--- src/rtl/host_cmd_deframer.sv ---
// host_cmd_deframer: hunts a sync byte in the host byte stream and
// assembles big-endian command/address/data words for wishbone_master.
module host_cmd_deframer #(
  parameter logic [7:0]  SYNC_BYTE = 8'hCD,
  parameter int          TIMEOUT   = 1000,
  parameter logic [15:0] WR_OPCODE = 16'h0001
) (
  input  logic        clk,
  input  logic        rst,
  input  logic [7:0]  byte_i,
  input  logic        byte_valid_i,
  output logic        byte_ready_o,
  input  logic        master_ready,
  output logic        in_ready,
  output logic [31:0] in_command,
  output logic [31:0] in_address,
  output logic [31:0] in_data,
  output logic        frame_error,
  output logic        busy
);

  localparam int GW = $clog2(TIMEOUT + 1);
  localparam logic [GW-1:0] GAP_MAX  = GW'(TIMEOUT);
  localparam logic [GW-1:0] GAP_LAST = GW'(TIMEOUT - 1);

  typedef enum logic [2:0] {
    IDLE,
    HDR,
    ISSUE,
    DATA,
    DISPATCH
  } state_t;

  state_t         state;
  state_t         state_nxt;
  logic [3:0]     byte_cnt;
  logic [15:0]    words_left;
  logic [15:0]    wl_dec;
  logic [GW-1:0]  gap;
  logic [87:0]    sh;
  logic [95:0]    sh_nxt;
  logic           take;
  logic           expire;
  logic           collecting;
  logic           hdr_done;
  logic           dat_done;

  // Bytes land in a shadow register; outputs only load on a complete word
  always_comb begin
    state_nxt    = state;
    byte_ready_o = 1'b0;
    in_ready     = 1'b0;
    collecting   = 1'b0;
    unique case (state)
      IDLE:           byte_ready_o = rst;
      HDR, DATA: begin
        byte_ready_o = rst;
        collecting   = 1'b1;
      end
      ISSUE, DISPATCH: in_ready = rst & master_ready;
      default: ;
    endcase
    take     = byte_valid_i & byte_ready_o;
    expire   = collecting & ~take & (gap == GAP_LAST);
    hdr_done = take & (state == HDR) & (byte_cnt == 4'd11);
    dat_done = take & (state == DATA) & (byte_cnt == 4'd3);
    wl_dec   = words_left - 16'd1;
    sh_nxt   = {sh, byte_i};
    unique case (state)
      IDLE:
        if (take && byte_i == SYNC_BYTE) state_nxt = HDR;
      HDR:
        if (hdr_done)    state_nxt = ISSUE;
        else if (expire) state_nxt = IDLE;
      DATA:
        if (dat_done)    state_nxt = DISPATCH;
        else if (expire) state_nxt = IDLE;
      ISSUE:
        if (in_ready)
          state_nxt = (in_command[15:0] == WR_OPCODE && wl_dec != 16'd0)
                      ? DATA : IDLE;
      DISPATCH:
        if (in_ready) state_nxt = (wl_dec == 16'd0) ? IDLE : DATA;
      default: state_nxt = IDLE;
    endcase
  end

  always_ff @(posedge clk) begin
    if (!rst) begin
      state       <= IDLE;
      byte_cnt    <= '0;
      words_left  <= '0;
      gap         <= '0;
      sh          <= '0;
      frame_error <= 1'b0;
      in_command  <= '0;
      in_address  <= '0;
      in_data     <= '0;
    end else begin
      state       <= state_nxt;
      frame_error <= expire;
      if (!collecting || take || expire) gap <= '0;
      else if (gap != GAP_MAX)           gap <= gap + 1'b1;
      if (take) begin
        sh <= sh_nxt[87:0];
        if (state != IDLE) byte_cnt <= byte_cnt + 4'd1;
      end
      if (hdr_done) begin
        in_command <= sh_nxt[95:64];
        in_address <= sh_nxt[63:32];
        in_data    <= sh_nxt[31:0];
        words_left <= (sh_nxt[95:80] == 16'd0) ? 16'd1 : sh_nxt[95:80];
      end
      if (dat_done) in_data <= sh_nxt[31:0];
      if (in_ready) begin
        words_left <= wl_dec;
        byte_cnt   <= '0;
      end
      if (expire) begin
        words_left <= '0;
        byte_cnt   <= '0;
      end
    end
  end

  assign busy = (state != IDLE);

endmodule

--- config.mk ---
export PLATFORM = sky130hd
export DESIGN_NAME = host_cmd_deframer
export DESIGN_NICKNAME = d
export VERILOG_FILES = /design/src/rtl/host_cmd_deframer.sv
export SDC_FILE = /design/constraint.sdc
export NUM_CORES = 1
export LEC_CHECK = 0
export ABC_CLOCK_PERIOD_IN_PS = 2400
export BUFFER_PORTS_ARGS = -buffer_cell sky130_fd_sc_hd__buf_2
export CAP_MARGIN = 20
export CELL_PAD_IN_SITES_DETAIL_PLACEMENT = 1
export CELL_PAD_IN_SITES_GLOBAL_PLACEMENT = 1
export CORE_MARGIN = 2
export CORE_UTILIZATION = 42
export CTS_BUF_LIST = sky130_fd_sc_hd__clkbuf_8 sky130_fd_sc_hd__clkbuf_16
export DETAILED_ROUTE_END_ITERATION = 6
export PLACE_DENSITY_LB_ADDON = 0.1
export SETUP_SLACK_MARGIN = 0.1
export SLEW_MARGIN = 40
export SYNTH_ARGS = -nofsm -noshare
export SYNTH_HDL_FRONTEND = slang
export SYNTH_SLANG_ARGS = --single-unit
--- constraint.sdc ---
create_clock -name clk -period 2.4 [get_ports clk]
set_input_delay 0.12 -clock clk [delete_from_list [all_inputs] [get_ports clk]]
set_output_delay 0.12 -clock clk [all_outputs]
set_load 0.1 [all_outputs]
==> results.tsv <==
stage	metric	value	unit
power_and_ir_drop	finalPower	7.555	mW
worst_setup_path	start_kind	flip-flop	
worst_setup_path	critical_path.max_stage_delay	500	ps
synthesis	synth_top_area_cell	dfxtp_1	
worst_setup_path	required	2280	ps
drt	drt_iter0_drc	326	
layout	final_cells	1447	
floorplanning	die_w	144.6	microns
worst_setup_path	cp_cell_sequence	buf_4, xor2_1, nand3_1, clkinv_2, buf_4, buf_12	
synthesis	synthCells	1057	
drt	vias_per_cell	5.232	
drt	drcViolationCount	0	
layout	area_growth	22.89	%
clock_tree	cts_tree	done	
synthesis	async_flop_share	0	
floorplanning	io_pins	112	
sta	hold_viol	0	
worst_setup_path	cp_common_cell	buf_4	
drt	wirelength	24.14	mm
grt	grt_pass1_wl	38.01	mm
placement	pre_cts_ws	47.56	ps
placement	io_buffers	111	
layout	layout.nets	1183	
power_and_ir_drop	p_comb_frac	0.025	
drt	final_antenna_net_count	0	
synthesis	ys_seq_area_frac	0.5257	
sta	hold_ws	143.4	ps
run_status	status	completed	
worst_setup_path	r2r-start	gap[0]	
clock_tree	cts_max_level	1	
placement	dp.cells	1395	
sta	finalClockSkew	10.79	ps
drt	wl_met3	905	microns
worst_setup_path	worstSetupPathType	reg2out	
clock_tree	clkLatencyLatePin	520	ps
power_and_ir_drop	p_seq_frac	0.481	
drt	dr.pass1.iters	4	
placement	placed_area	9245	sq um
drt	met1Wirelength	11.14	mm
sta	rsz0062_at_grt	yes	
clock_tree	root_buffer	clkbuf_16	
sta	period_minus_slack	2237	ps
power_and_ir_drop	ir_drop	0.4805	mV
worst_setup_path	crit_fanout	7	
sta	max_freq	447.0	MHz
worst_setup_path	end_kind	output pin	
synthesis	yosys-top-cells-area	dfxtp_1 53%, nand2_1 17%, a21oi_1 12%	
grt	antenna_found_initial	0	
hold_path	hp-class	in2reg	
placement	dp_hpwl	15.97	mm
placement	routabilityCongestion	0.8567	
synthesis	synth_nets	1074	
worst_setup_path	regToRegEndpoint	words_left[8]	
worst_setup_path	worstRegToRegCells	7	
worst_setup_path	critPathTopFamily	buffers and inverters	
clock_tree	cts_buffer_depth	3	
layout	drive_gt1_frac	0.1794	
synthesis	yosysUniqueCellTypes	52	
power_and_ir_drop	switching_share	0.2180	
floorplanning	rows	51	
worst_setup_path	cp.arrival	2120	ps
grt	grtUsageTotal	0.2260	
layout	fin_area	10200	sq um
sta	finalSetupTns	0	ps
power_and_ir_drop	power_switching	1.647	mW
sta	setup_ws	163.1	ps
power_and_ir_drop	power.density	740.5	nW/um^2
grt	grt_max_degree	88	
synthesis	synth-edff-count	0	
grt	first_global_vias	7336	
synthesis	synthesis.area	8302	sq um
worst_setup_path	worst-path-stages	6	
synthesis	synth_seq_cells	218	
power_and_ir_drop	clkPwrFrac	0.493	
worst_setup_path	crit_buf_inv	4	
clock_tree	numCtsBuffers	24	
synthesis	synth_ff_type	dfxtp_1	
drt	dr_total_vias	7570	
sta	slew_headroom	0.4714	
synthesis	ys_warn_count	0	
worst_setup_path	rrSetupSlack	180	ps
sta	worst_slew_pin_slew	781.9	ps
floorplanning	start_util	0.4280	
drt	wl_per_cell	16.69	microns
sta	setup_violations	0	
floorplanning	die_height	144.6	microns
floorplanning	dieArea	20910	sq um
floorplanning	core	19400	sq um
flow_run	timing.max_cap.violations	0	
power_and_ir_drop	intPower	5.908	mW
clock_tree	clock_sinks	218	
clock_tree	cts_setup_buffers	0	
sta	min_period_over_period	0.9321	
synthesis	syn_avg_cell_area	7.854	sq um
worst_setup_path	crit_slowest_cell	dfxtp_1	
drt	dr_wl_met2	11.52	mm
clock_tree	clk_pin_slew	60	ps
grt	gr-total-overflow	0	
worst_setup_path	cp-endpoint	in_ready	
layout	final_util	0.5259	
synthesis	synth_top_cell_area_share	0.5257	
power_and_ir_drop	leakage	3.794	nW
sta	drv_slew	0	
worst_setup_path	crit_start	state[1]	
layout	n_antenna_cell	0	
drt	routed.top_layer	met4	
## worst min-delay path, stage by stage
cell      delay, ps
buf_2           170
o21ai_2         120
nand2b_4        150
nor2_1           40
## cell usage in the layout (no fill, tap or decap), types with 6 or more instances in the layout
cell type and count:
nor4_1 10, xor2_1 7, a31oi_1 10, nor2_1 26
clkbuf_16 24, nand3_1 8, or3_1 6, nand4_1 6
nand2_1 383, buf_2 110, buf_4 31, xnor2_1 6
dlygate4sd3_1 9, o21ai_0 16, a21oi_1 200, nor3_1 6
clkinv_2 6, inv_1 10, dfxtp_1 213
## logic make-up after synthesis
family / after synthesis / share of synthesized area
multiplexers: 3 / 0.003768
AO/OA/AOI/OAI: 245 / 0.1566
AND/OR/NAND/NOR: 490 / 0.2506
adder cells (fa/ha/maj): 5 / 0.007536
buffers and inverters: 82 / 0.04009
XOR/XNOR: 14 / 0.01568
flip-flops: 218 / 0.5257
## power groups by stage
stage | Clock [mW] | Combinational, mW | Sequential, mW
final | 3.73 | 0.192 | 3.64
after detailed placement | 0 | 0.173 | 3.72
after floorplan | 0 | 0.112 | 3.71
after global placement | 0 | 0.172 | 3.72
after global routing | 3.94 | 0.209 | 3.63
after CTS | 3.80 | 0.184 | 3.64
## worst min-delay path by stage
stage / from / endpoint / slack [ps] / cells after the start
after global placement: byte_i[2] / in_data[2] / 390 / 3
final: rst / byte_cnt[0] / 140 / 4
after global routing: rst / byte_cnt[2] / 160 / 4
after floorplan: byte_i[0] / sh[0] / 260 / 2
after detailed placement: byte_i[2] / in_data[2] / 390 / 3
after CTS: rst / in_command[24] / 130 / 3
## flip-flops by register name, indices dropped and copies added, names as in the netlist
register and cells:
byte_cnt 4, frame_error 1, gap 10, in_address 32, in_command 32, in_data 32
sh 88, state 3, words_left 16
## routing by layer
metal | track usage | up-vias
met5 | 0 | -
li1 | - | 3746
met3 | 0.03311 | 37
met2 | 0.3834 | 130
met1 | 0.3007 | 3657
met4 | 0.06285 | 0
## synth_stat cells, drive strengths merged (3+ instances only)
cell	instances
a21oi	200
o211ai	3
ha	5
nor4b	4
and3	5
o21ai	17
nor2b	4
xnor2	7
nor4	10
inv	6
dfxtp	218
nand4	6
or4b	3
nand2	383
nand3	9
nand3b	5
nand2b	5
a31oi	10
or4	6
buf	16
xor2	7
nor3	9
clkbuf	59
nor2	26
nor4bb	3
or3	6
## layout make-up
class                           instances  area [sq um]
Inverter                                7         32.53
Multi-Input combinational cell        757          3671
Timing Repair Buffer                  158         997.2
Tap cell                              265         331.6
Clock inverter                         15         157.7
Clock buffer                           27         641.9
Sequential cell                       218          4370
Fill cell                            2405          9196
## what timing repair did
item,CTS,global route
pin swaps,1,1
endpoints found under the hold margin,17,0
gates resized for setup,3,14
hold buffers,9,0
setup endpoints to repair,4,82
cloned,0,1
Power figures use the tool's default switching activity.
